**src/rtl/uart_tx_arbiter_if.sv**
```systemverilog
// uart_tx_arbiter_if: requester-side and transmitter-side signals of the shared UART arbiter
interface uart_tx_arbiter_if #(
   parameter int NUM_REQ    = 4,
   parameter int DATA_WIDTH = 8
);
   logic [NUM_REQ-1:0]            i_Req_Valid;
   logic [NUM_REQ*DATA_WIDTH-1:0] i_Req_Data;
   logic [NUM_REQ-1:0]            o_Req_Ack;
   logic [NUM_REQ-1:0]            o_Req_Done;
   logic                          o_Tx_DV;
   logic [DATA_WIDTH-1:0]         o_Tx_Data;
   logic                          i_Tx_Active;
   logic                          i_Tx_Done;
   logic [$clog2(NUM_REQ)-1:0]    o_Grant_Id;
   logic                          o_Busy;
   logic                          o_Timeout;
   modport master (
      input  i_Req_Valid, i_Req_Data, i_Tx_Active, i_Tx_Done,
      output o_Req_Ack, o_Req_Done, o_Tx_DV, o_Tx_Data, o_Grant_Id, o_Busy, o_Timeout
   );
   modport slave (
      output i_Req_Valid, i_Req_Data, i_Tx_Active, i_Tx_Done,
      input  o_Req_Ack, o_Req_Done, o_Tx_DV, o_Tx_Data, o_Grant_Id, o_Busy, o_Timeout
   );
endinterface

```
**src/rtl/uart_tx_arbiter.sv**
```systemverilog
// uart_tx_arbiter: round-robin sharing of one uart_tx between NUM_REQ byte producers, with watchdog
module uart_tx_arbiter #(
   parameter int NUM_REQ        = 4,
   parameter int DATA_WIDTH     = 8,
   parameter int TIMEOUT_CYCLES = 4096
) (
   input logic i_Clock,
   input logic i_Rst_n,
   uart_tx_arbiter_if.master bus
);
   localparam int IW = $clog2(NUM_REQ);
   localparam int WW = $clog2(TIMEOUT_CYCLES + 1);

   typedef enum logic [2:0] {RESYNC, IDLE, WAIT_ACTIVE, WAIT_DONE, RELEASE} state_t;

   state_t                state_q, state_d;
   logic [NUM_REQ-1:0]    ack_q, ack_d, done_q, done_d;
   logic                  dv_q, dv_d, to_q, to_d;
   logic [DATA_WIDTH-1:0] data_q, data_d;
   logic [IW-1:0]         grant_q, grant_d, sel, idx;
   logic [WW-1:0]         wd_q, wd_d;
   logic                  found, waiting, expire;

   always_ff @(posedge i_Clock or negedge i_Rst_n) begin
      if (!i_Rst_n) begin
         state_q <= RESYNC;
         ack_q   <= '0;
         done_q  <= '0;
         dv_q    <= 1'b0;
         to_q    <= 1'b0;
         data_q  <= '0;
         grant_q <= IW'(NUM_REQ - 1);
         wd_q    <= '0;
      end else begin
         state_q <= state_d;
         ack_q   <= ack_d;
         done_q  <= done_d;
         dv_q    <= dv_d;
         to_q    <= to_d;
         data_q  <= data_d;
         grant_q <= grant_d;
         wd_q    <= wd_d;
      end
   end

   // first valid requester searching upward from the one after the last grant
   always_comb begin
      sel   = grant_q;
      idx   = grant_q;
      found = 1'b0;
      for (int i = 1; i <= NUM_REQ; i++) begin
         idx = IW'((int'(grant_q) + i) % NUM_REQ);
         if (!found && bus.i_Req_Valid[idx]) begin
            found = 1'b1;
            sel   = idx;
         end
      end
   end

   assign waiting = (state_q == WAIT_ACTIVE) || (state_q == WAIT_DONE);
   assign expire  = waiting && (wd_q == WW'(TIMEOUT_CYCLES - 1));

   always_comb begin
      state_d = state_q;
      case (state_q)
         RESYNC:      state_d = (!bus.i_Tx_Active && !bus.i_Tx_Done) ? IDLE : RESYNC;
         IDLE:        state_d = found ? WAIT_ACTIVE : IDLE;
         WAIT_ACTIVE: state_d = expire ? RESYNC : bus.i_Tx_Active ? WAIT_DONE : WAIT_ACTIVE;
         WAIT_DONE:   state_d = expire ? RESYNC : bus.i_Tx_Done ? RELEASE : WAIT_DONE;
         RELEASE:     state_d = bus.i_Tx_Done ? RELEASE : IDLE;
         default:     state_d = RESYNC;
      endcase
   end

   always_comb begin
      dv_d    = (state_q == IDLE) && found;
      ack_d   = dv_d ? NUM_REQ'(1) << sel : '0;
      done_d  = (state_q == WAIT_DONE && bus.i_Tx_Done && !expire) ? NUM_REQ'(1) << grant_q : '0;
      data_d  = dv_d ? bus.i_Req_Data[sel*DATA_WIDTH +: DATA_WIDTH] : data_q;
      grant_d = dv_d ? sel : grant_q;
      wd_d    = dv_d ? '0 : (waiting && wd_q != '1) ? wd_q + 1'b1 : wd_q;
      to_d    = expire;
   end

   assign bus.o_Req_Ack  = ack_q;
   assign bus.o_Req_Done = done_q;
   assign bus.o_Tx_DV    = dv_q;
   assign bus.o_Tx_Data  = data_q;
   assign bus.o_Grant_Id = grant_q;
   assign bus.o_Busy     = state_q != IDLE;
   assign bus.o_Timeout  = to_q;
endmodule

```
**src/flat_wrapper.sv**
```systemverilog
// flat-port wrapper written by rule: the top's interface ports become plain ports
module uart_tx_arbiter_flat 
#(
   parameter int NUM_REQ        = 4,
   parameter int DATA_WIDTH     = 8,
   parameter int TIMEOUT_CYCLES = 4096
)
  (i_Clock, i_Rst_n, bus_i_Req_Valid, bus_i_Req_Data, bus_i_Tx_Active, bus_i_Tx_Done, bus_o_Req_Ack, bus_o_Req_Done, bus_o_Tx_DV, bus_o_Tx_Data, bus_o_Grant_Id, bus_o_Busy, bus_o_Timeout);
  uart_tx_arbiter_if #(.NUM_REQ(NUM_REQ), .DATA_WIDTH(DATA_WIDTH)) bus_i ();
  input logic i_Clock;
  input logic i_Rst_n;
  input wire logic [$bits(bus_i.i_Req_Valid)-1:0] bus_i_Req_Valid;
  input wire logic [$bits(bus_i.i_Req_Data)-1:0] bus_i_Req_Data;
  input wire logic [$bits(bus_i.i_Tx_Active)-1:0] bus_i_Tx_Active;
  input wire logic [$bits(bus_i.i_Tx_Done)-1:0] bus_i_Tx_Done;
  output wire logic [$bits(bus_i.o_Req_Ack)-1:0] bus_o_Req_Ack;
  output wire logic [$bits(bus_i.o_Req_Done)-1:0] bus_o_Req_Done;
  output wire logic [$bits(bus_i.o_Tx_DV)-1:0] bus_o_Tx_DV;
  output wire logic [$bits(bus_i.o_Tx_Data)-1:0] bus_o_Tx_Data;
  output wire logic [$bits(bus_i.o_Grant_Id)-1:0] bus_o_Grant_Id;
  output wire logic [$bits(bus_i.o_Busy)-1:0] bus_o_Busy;
  output wire logic [$bits(bus_i.o_Timeout)-1:0] bus_o_Timeout;
  assign bus_i.i_Req_Valid = bus_i_Req_Valid;
  assign bus_i.i_Req_Data = bus_i_Req_Data;
  assign bus_i.i_Tx_Active = bus_i_Tx_Active;
  assign bus_i.i_Tx_Done = bus_i_Tx_Done;
  assign bus_o_Req_Ack = bus_i.o_Req_Ack;
  assign bus_o_Req_Done = bus_i.o_Req_Done;
  assign bus_o_Tx_DV = bus_i.o_Tx_DV;
  assign bus_o_Tx_Data = bus_i.o_Tx_Data;
  assign bus_o_Grant_Id = bus_i.o_Grant_Id;
  assign bus_o_Busy = bus_i.o_Busy;
  assign bus_o_Timeout = bus_i.o_Timeout;
  uart_tx_arbiter #(.NUM_REQ(NUM_REQ), .DATA_WIDTH(DATA_WIDTH), .TIMEOUT_CYCLES(TIMEOUT_CYCLES)) u_core (.i_Clock(i_Clock), .i_Rst_n(i_Rst_n), .bus(bus_i));
endmodule
```
**config.mk**
```make
export PLATFORM = sky130hd
export DESIGN_NAME = uart_tx_arbiter_flat
export DESIGN_NICKNAME = d
export VERILOG_FILES = /design/src/rtl/uart_tx_arbiter_if.sv /design/src/rtl/uart_tx_arbiter.sv /design/src/flat_wrapper.sv
export SDC_FILE = /design/constraint.sdc
export NUM_CORES = 1
export LEC_CHECK = 0
export CAP_MARGIN = 5
export CORE_ASPECT_RATIO = 0.9
export CORE_MARGIN = 2
export CORE_UTILIZATION = 35
export DETAILED_ROUTE_END_ITERATION = 16
export REMOVE_ABC_BUFFERS = 1
export SYNTH_ARGS = -nofsm -noshare
export SYNTH_HDL_FRONTEND = slang
export SYNTH_SLANG_ARGS = --single-unit
export TNS_END_PERCENT = 20
```
**constraint.sdc**
```tcl
create_clock -name i_Clock -period 3.3 [get_ports i_Clock]
set_input_delay 0.495 -clock i_Clock [delete_from_list [all_inputs] [get_ports i_Clock]]
set_output_delay 0.495 -clock i_Clock [all_outputs]
set_load 0.1 [all_outputs]
```
Yosys cells after proc, flatten, opt, wreduce, memory -nomap -nowiden. Cells that the tools add are included. Widths: inputs -> output; s select.

Word-level logic and storage cells: 73. Input bits: 40. Register bits after elaboration: 36.

Mux-type cells: 28. Eq/ne operators: 7. $lt $le $gt $ge: 4. Reductions and logical operators: 18. Shifts and indexed selects: 3. Add/sub/neg operators: 5.

Operator list (number): $shiftx 32x6->8 (1); $mux 13 (2); $pmux 3 s5 (1); $add 13x1->13 const B (1); $eq 13x12->1 const B (1); $ne 13x13->1 const B (1); $lt 2x3->1 const B (4); $mux 3 (4); $mux 1 (10); $mux 2 (5); $logic_and 1x1->1 (9); $bmux 1 s2 (4); $mux 4 (2); $shl 1x2->4 const A (2); $eq 3x2->1 const B (2); $logic_not 1->1 (6); $add 2x1->2 const B (2); $add 2x2->2 const B (2); $eq 3x1->1 const B (1); $eq 3x3->1 const B (1); $logic_not 3->1 (1); $ne 3x1->1 const B (1); $reduce_bool 2->1 (1); $logic_or 1x1->1 (1).

Longest topological paths before layout. Gate-level depths: netlist of the first run.

Word-level depth: 15. Gate-level depth with buffers: 10. Gate-level depth less buffers: 8.

Least setup slack after synthesis of the first run. OpenSTA, ideal clock, no wires.

Path type: register -> register. Start point: register u_core.grant_q[0], in the netlist u_core.bus.o_Grant_Id[0]. End point: register u_core.data_q[1], in the netlist u_core.bus.o_Tx_Data[1]. Stages on the path, launching flop included: 11. Required time: 3158 ps. Library setup time: 142 ps. Slack: 316 ps. Arrival: 2842 ps. Clock period less this slack: 2984 ps. Cell sequence: dfstp_2 > buf_6 > inv_1 > ha_1 > mux4_1 > nand2b_4 > nor2b_4 > xnor2_4 > buf_8 > mux2i_1 > o221ai_1.

Cells in the longest elaborated chain, start to end: 14. Elaborated cells between the ends (all ways): 28. Classes of those cells: add/sub: 4; shift: 1; mux: 16; reduce/logical: 7.

RTL lines: start: declaration (line uart_tx_arbiter.sv:20) `logic [IW-1:0] grant_q, grant_d, sel, idx;`; start signal: assignment (line uart_tx_arbiter.sv:32) `grant_q <= IW'(NUM_REQ - 1);`; start signal: assignment (line uart_tx_arbiter.sv:41) `grant_q <= grant_d;`; $add 2x1->2 (line uart_tx_arbiter.sv:52) `idx = IW'((int'(grant_q) + i) % NUM_REQ);`; $bmux 1 s2 (line uart_tx_arbiter.sv:53) `if (!found && bus.i_Req_Valid[idx]) begin`; $mux 1 (not written as such) (line uart_tx_arbiter.sv:53); $mux 1 (line uart_tx_arbiter.sv:53); $logic_not 1->1 (line uart_tx_arbiter.sv:53); $logic_and 1x1->1 (line uart_tx_arbiter.sv:53); $mux 1 (line uart_tx_arbiter.sv:53); $logic_not 1->1 (line uart_tx_arbiter.sv:53); $logic_and 1x1->1 (line uart_tx_arbiter.sv:53); $mux 1 (line uart_tx_arbiter.sv:53); $logic_not 1->1 (line uart_tx_arbiter.sv:53); $logic_and 1x1->1 (line uart_tx_arbiter.sv:53); $mux 2 / $mux 1 (equally long branches) (line uart_tx_arbiter.sv:53); $shiftx 32x6->8 / $logic_and 1x1->1 (equally long branches) (line uart_tx_arbiter.sv:79, uart_tx_arbiter.sv:76); end signal: assignment (line uart_tx_arbiter.sv:40) `data_q <= data_d;`; end: declaration (line uart_tx_arbiter.sv:19) `logic [DATA_WIDTH-1:0] data_q, data_d;`.

Several ways; a longest one is shown, not always the timed one. The select of a mux whose other input is x is not followed. A chain may end at the register's enable or synchronous reset.

Final worst setup path of the first run.
Start point: register u_core.grant_q[0], in the netlist u_core.bus.o_Grant_Id[0]. End point: register u_core.data_q[2], in the netlist u_core.bus.o_Tx_Data[2].

The elaborated chain is that of the path after synthesis.

==> results of run 1 <==
[through the flow]
stage,hold WS (ns),cell area [sq um]
after floorplan,0.199,1920
after global routing,0.360,2710
after global placement,0.476,2620
after detailed placement,0.479,2620
after CTS,0.324,2710
final,0.298,2710
[worst max-delay path: cells and delay by family (launching register included)]
family,cells,cell delay [ns]
compound gates,1,0.14
xor+xnor,1,0.60
fa+ha+maj,1,0.38
buf+inv,1,0.12
flops,1,0.67
mux,2,0.56
simple gates,2,0.20
[cell type report]
cell class / instances / area, sq um / area share
clock buffer: 8 / 90.1 / 0.0333
inverter: 8 / 30.0 / 0.0111
timing repair buffer: 63 / 611 / 0.226
multi-input combinational: 140 / 990 / 0.366
sequential: 36 / 903 / 0.334
tap: 67 / 83.8 / 0.0310
[layer usage]
metal,routed length (um),track usage,share of wire
met1,2020,0.183,0.46
met2,2190,0.242,0.50
met3,118,0.0241,0.027
met4,91,0.0619,0.021
met5,0,0,0
[how the worst min path moves through the flow]
stage                             from                 endpoint  slack (ns)
2_1_floorplan                  i_Rst_n  u_core.bus.o_Req_Ack[0]        0.20
3_3_place_gp   u_core.bus.o_Tx_Data[2]  u_core.bus.o_Tx_Data[2]        0.48
3_5_place_dp   u_core.bus.o_Tx_Data[5]  u_core.bus.o_Tx_Data[5]        0.48
4_1_cts                        i_Rst_n           u_core.wd_q[4]        0.32
5_1_grt                        i_Rst_n  u_core.bus.o_Tx_Data[4]        0.36
6_report                       i_Rst_n  u_core.bus.o_Tx_Data[4]        0.30
[sequential cells by signal, indices dropped and copies added (netlist names)]
signal / count
u_core.bus.o_Grant_Id: 2
u_core.bus.o_Req_Ack: 4
u_core.bus.o_Req_Done: 4
u_core.bus.o_Timeout: 1
u_core.bus.o_Tx_DV: 1
u_core.bus.o_Tx_Data: 8
u_core.state_q: 3
u_core.wd_q: 13
[kinds of logic (layout without fill, tap and decap cells)]
group	count (synthesis)	count (layout)	share of synthesized area
xor gates and xnor gates	10	10	0.0541
DFF	36	36	0.460
adders and majority gates	5	5	0.0318
muxes	21	21	0.128
and+or+nand+nor	76	76	0.189
buffers and inverters	14	79	0.0363
AOI/OAI and AO/OA	28	28	0.101
[power breakdown]
group	leakage (nW)	switching [W]	total [W]	internal, W
sequential	0.474	0.000112	0.000686	0.000574
combinational	0.691	0.00117	0.00179	0.000626
clock	0.0455	0.000150	0.000320	0.000170
[placed cells by master, fill, tap and decap left out, drive strengths merged, types with 5 or more instances in the layout]
cell type      count
a21oi              5
and2               6
buf                7
clkbuf             8
clkdlybuf4s50     56
dfrtp             34
ha                 5
inv                8
mux2i             18
nand2             25
nand3              7
nor2              21
o221ai             9
xor2               6
==> results.py, run 1 <==
metrics = {
    "sta": {
        "fin_tns_setup_ns": 0,
        "layout_min_cycle_time_ns": 2.82,
        "min_period_over_period": 0.854,
        "setup_violations": 0,
        "tightest_slew_ns": 1.02,
        "finalClockSkew_ns": 0.00670,
        "fin_ws_ns": 0.482,
        "hold_viol_final": 0,
        "maxSlewHeadroom": 0.318,
        "fmax_ghz": 0.355,
        "rsz0062_at_grt": "false",
        "drv_slew": 0,
    },
    "setup_path": {
        "endpoint": "u_core.bus.o_Tx_Data[2]",
        "slowest_delay_ns": 0.67,
        "crit_required_ns": 3.44,
        "arrival_ns": 2.96,
        "rr_worst_depth": 8,
        "endpoint_kind": "register",
        "critical_path.startpoint_type": "register",
        "crit_slowest_cell": "dfstp_2",
        "reg2reg_slack_ns": 0.48,
        "r2r-end": "u_core.bus.o_Tx_Data[2]",
        "crit_type": "reg2reg",
        "r2r_start": "u_core.bus.o_Grant_Id[0]",
        "crit_chain": "inv_1 -> ha_1 -> mux4_1 -> nand2b_4 -> nor2b_4 -> xnor2_4 -> mux2i_1 -> o221ai_1",
        "worstPathMaxFanout": 19,
        "setup.worst_path.start": "u_core.bus.o_Grant_Id[0]",
    },
    "route": {
        "dr.pass1.iters": 4,
        "drtIter0Drc": 48,
        "wirelength_mm": 4.41,
        "detail_route.wl_per_cell_um": 13.7,
        "via_per_inst": 4.97,
        "vias": 1601,
        "drt.antenna.violating_nets": 0,
        "drc": 0,
    },
    "clock_network": {
        "clk-insertion-delay-late_ns": 0.28,
        "htree_levels": 2,
        "clk_pin_slew_worst_paths_ns": 0.07,
        "clkSinkCount": 36,
        "cts_resized": 0,
        "cts_buffers": 5,
        "root_buffer": "clkbuf_8",
        "cts_tree": "built",
        "cts_setup_buffers": 0,
        "hold_buffers": 0,
        "cts.path.max_buffers": 2,
    },
    "placement": {
        "dp_hpwl_mm": 3.29,
        "place_inst": 314,
        "place_congestion": 0.703,
        "port_buffers": 60,
        "post-place-ws_ns": 0.336,
    },
    "yosys": {
        "synth_area_leaders": "dfrtp_1, mux2i_1, nand2_1, nor2_1, o221ai_1",
        "synthFlopType": "dfrtp_1",
        "synth_cell_types": 38,
        "syn_area_per_cell_sq_um": 10.3,
        "ys_seq_area_frac": 0.460,
        "netlist_area_sq_um": 1960,
        "ys_seq_elements": 36,
        "synth_edf_count": 0,
        "yosysWarnings": 0,
        "ys_async_sr_fraction": 1.00,
        "yosysMostFrequentCell": "dfrtp_1",
        "synthCells": 190,
        "synth_top_cell_by_area": "dfrtp_1",
        "synth_commonest_cells": "dfrtp_1, nand2_1, nor2_1",
        "synth_top_area_frac": 0.433,
    },
    "global_route": {
        "grt_pass1_wl_mm": 7.04,
        "grt_util_all_layers": 0.142,
        "grt_start_max_net_pins": 37,
        "grt-ovfl-total": 0,
        "antenna_found_initial": 0,
        "grt_pass1_vias": 1504,
    },
    "die": {
        "coreArea_sq_um": 5350,
        "die_y_um": 75.1,
        "die_x_um": 83.0,
        "start_util": 0.367,
        "core.rowCount": 25,
        "dieArea_sq_um": 6230,
        "pin_count": 61,
    },
    "power": {
        "p_leak_nw": 1.21,
        "irDropWorstVdd_mv": 0.856,
        "total_power_w": 0.00280,
        "power_density_nw_per_um2": 1030,
    },
    "flow_run": {
        "cap_viol_max_count": 0,
    },
    "hold_path": {
        "holdCritPathClass": "in2async",
    },
    "finish": {
        "post-route-util": 0.506,
        "nNetsFinal": 299,
        "area_delta_synth_final_pct": 37.8,
        "fillers": 507,
        "n_antenna_cell": 0,
        "stdcell_count": 322,
        "drive_above_1_share": 0.0941,
    },
    "run_status": {
        "outcome": "completed",
    },
}
No activity file was read; power rests on OpenSTA's default activity.
==> run 2: changes to the inputs <==
--- a/config.mk
+++ b/config.mk
@@ -12,2 +12,3 @@
 export DETAILED_ROUTE_END_ITERATION = 16
+export PLACE_DENSITY = 0.65
 export REMOVE_ABC_BUFFERS = 1
--- a/constraint.sdc
+++ b/constraint.sdc
@@ -3,2 +3,2 @@
 set_output_delay 0.495 -clock i_Clock [all_outputs]
-set_load 0.1 [all_outputs]
+set_load 0.01 [all_outputs]
==> run 2 against run 1 <==
Critical path depth did not move. First-iteration DRC count rose by 42%. Die area did not move. Via count fell by 0.69%. Final cell count fell by 0.31%. Core utilization rose by 0.68 points. Clock skew barely moved. Hold slack got worse by 0.013 ns. Register-to-register slack got worse by 0.11 ns. Sequential cell count did not move. Combinational power fell by 32%.
==> results.py, run 2 (synthesis results as in run 1) <==
metrics = {
    "placement": {
        "place_congestion": 0.791,
        "port_buffers": 60,
        "placed_area_sq_um": 2620,
        "dp_hpwl_mm": 3.14,
    },
    "clock_network": {
        "cts_setup_buffers": 0,
        "cts_tree": "built",
        "root_buffer": "clkbuf_8",
        "clk_pin_slew_worst_paths_ns": 0.07,
        "clkSinkCount": 36,
        "hold_buffers": 0,
        "cts_resized": 0,
        "cts.path.max_buffers": 2,
        "clk-insertion-delay-late_ns": 0.29,
        "cts_buffers": 5,
        "htree_levels": 2,
    },
    "setup_path": {
        "path_buf_inv": 1,
        "critical_path.startpoint_type": "register",
        "slowest_delay_ns": 0.74,
        "reg2reg_slack_ns": 0.37,
        "worstPathMaxFanout": 19,
        "worstSetupPathDepth": 8,
        "r2r-end": "u_core.bus.o_Tx_Data[7]",
        "endpoint_kind": "register",
        "endpoint": "u_core.bus.o_Tx_Data[7]",
        "setup.worst_path.start": "u_core.bus.o_Grant_Id[0]",
        "crit_slowest_cell": "dfstp_2",
        "r2r_start": "u_core.bus.o_Grant_Id[0]",
        "path_delay_family": "flip-flops",
        "crit_required_ns": 3.45,
        "crit_type": "reg2reg",
        "arrival_ns": 3.08,
        "rr_worst_depth": 8,
        "crit_chain": "inv_1 -> ha_1 -> mux4_1 -> nand2b_4 -> nor2b_4 -> xnor2_4 -> mux2i_1 -> o221ai_1",
    },
    "finish": {
        "final_area_sq_um": 2740,
        "layout_commonest_cell": "clkdlybuf4s50_1",
        "largest_reg_flops": 13,
        "n_antenna_cell": 0,
        "mostFrequentLayoutCells": "clkdlybuf4s50_1, dfrtp_1, nand2_1, nor2_1, mux2i_1",
        "nNetsFinal": 298,
        "largest_register": "u_core.wd_q",
        "fillers": 499,
        "drive_above_1_share": 0.0866,
        "area_delta_synth_final_pct": 39.7,
    },
    "sta": {
        "layout_min_cycle_time_ns": 2.93,
        "finalClockSkew_ns": 0.00681,
        "tightest_slew_ns": 0.779,
        "setup_violations": 0,
        "drv_slew": 0,
        "rsz0062_at_grt": "false",
        "fin_tns_setup_ns": 0,
        "hold_viol_final": 0,
        "maxSlewHeadroom": 0.481,
        "min_period_over_period": 0.887,
        "fmax_ghz": 0.342,
    },
    "route": {
        "detail_route.wl_per_cell_um": 13.1,
        "drtIter0Drc": 68,
        "wirelength_mm": 4.22,
        "dr.pass1.iters": 4,
        "via_per_inst": 4.95,
        "top_layer_used": "met4",
        "drt-met1-wl_mm": 1.90,
        "route.met3.wl_um": 171,
        "routed-wl-met2_mm": 2.06,
        "drt.antenna.violating_nets": 0,
        "drc": 0,
        "vias": 1590,
    },
    "run_status": {
        "outcome": "completed",
    },
    "power": {
        "power_density_nw_per_um2": 846,
        "irDropWorstVdd_mv": 0.563,
        "total_power_w": 0.00232,
        "p_leak_nw": 1.22,
    },
    "die": {
        "pin_count": 61,
        "dieArea_sq_um": 6230,
        "die_y_um": 75.1,
        "die_x_um": 83.0,
        "core.rowCount": 25,
        "coreArea_sq_um": 5350,
        "start_util": 0.367,
    },
    "global_route": {
        "grt_util_all_layers": 0.141,
        "grt_pass1_vias": 1527,
        "grt_start_max_net_pins": 37,
        "grt_pass1_wl_mm": 6.88,
        "grt-ovfl-total": 0,
        "antenna_found_initial": 0,
    },
    "hold_path": {
        "holdCritPathClass": "in2async",
    },
    "flow_run": {
        "cap_viol_max_count": 0,
    },
}
[run 2: cell types whose count changed in the layout (fill, tap and decap cells not counted), sizes merged]
cell	change
clkdlybuf4s50	+3
clkbuf	-1
buf	-4
bufinv	+1
[run 2: metal layers]
metal / vias up / track usage
met3: 5 / 0.0439
met1: 758 / 0.174
met4: 0 / 0.0656
li1: 797 / -
met5: - / 0
met2: 30 / 0.231
[run 2: worst min-delay path by stage]
stage	from	end	slack (ns)	cells past startpoint
floorplan	i_Rst_n	u_core.bus.o_Req_Ack[0]	0.20	0
global placement	u_core.bus.o_Tx_Data[0]	u_core.bus.o_Tx_Data[0]	0.47	2
detailed placement	u_core.bus.o_Tx_Data[6]	u_core.bus.o_Tx_Data[6]	0.47	2
CTS	i_Rst_n	u_core.wd_q[8]	0.31	1
global route	i_Rst_n	u_core.wd_q[8]	0.36	1
finish	i_Rst_n	u_core.wd_q[8]	0.28	1
[run 2: area by class of cell]
| class | count | area (sq um) | area share |
|---|---|---|---|
| clock inverters | 1 | 30.0 | 0.0109 |
| flip-flops and latches | 36 | 903 | 0.329 |
| multi-input cells | 140 | 990 | 0.361 |
| repair buffers | 62 | 611 | 0.223 |
| clock buffers | 7 | 96.3 | 0.0351 |
| inverters | 8 | 30.0 | 0.0109 |
| well taps | 67 | 83.8 | 0.0306 |
[run 2: metrics by stage]
step            util  hold slack (ns)  setup WS (ns)  cells
5_1_grt        0.513            0.355          0.166    321
3_5_place_dp   0.489            0.473          0.328    313
4_1_cts        0.513            0.311          0.352    321
6_report       0.513            0.285          0.372    321
2_1_floorplan      -            0.199          0.632    184
3_3_place_gp   0.489            0.474          0.384    313
[run 2: power breakdown]
group / total, W / switching, W / leakage, nW / internal, W
clock network: 0.000419 / 0.000152 / 0.0645 / 0.000266
registers: 0.000694 / 0.000120 / 0.474 / 0.000574
logic: 0.00121 / 0.000583 / 0.684 / 0.000626
total: 0.00232 / 0.000855 / 1.22 / 0.00147
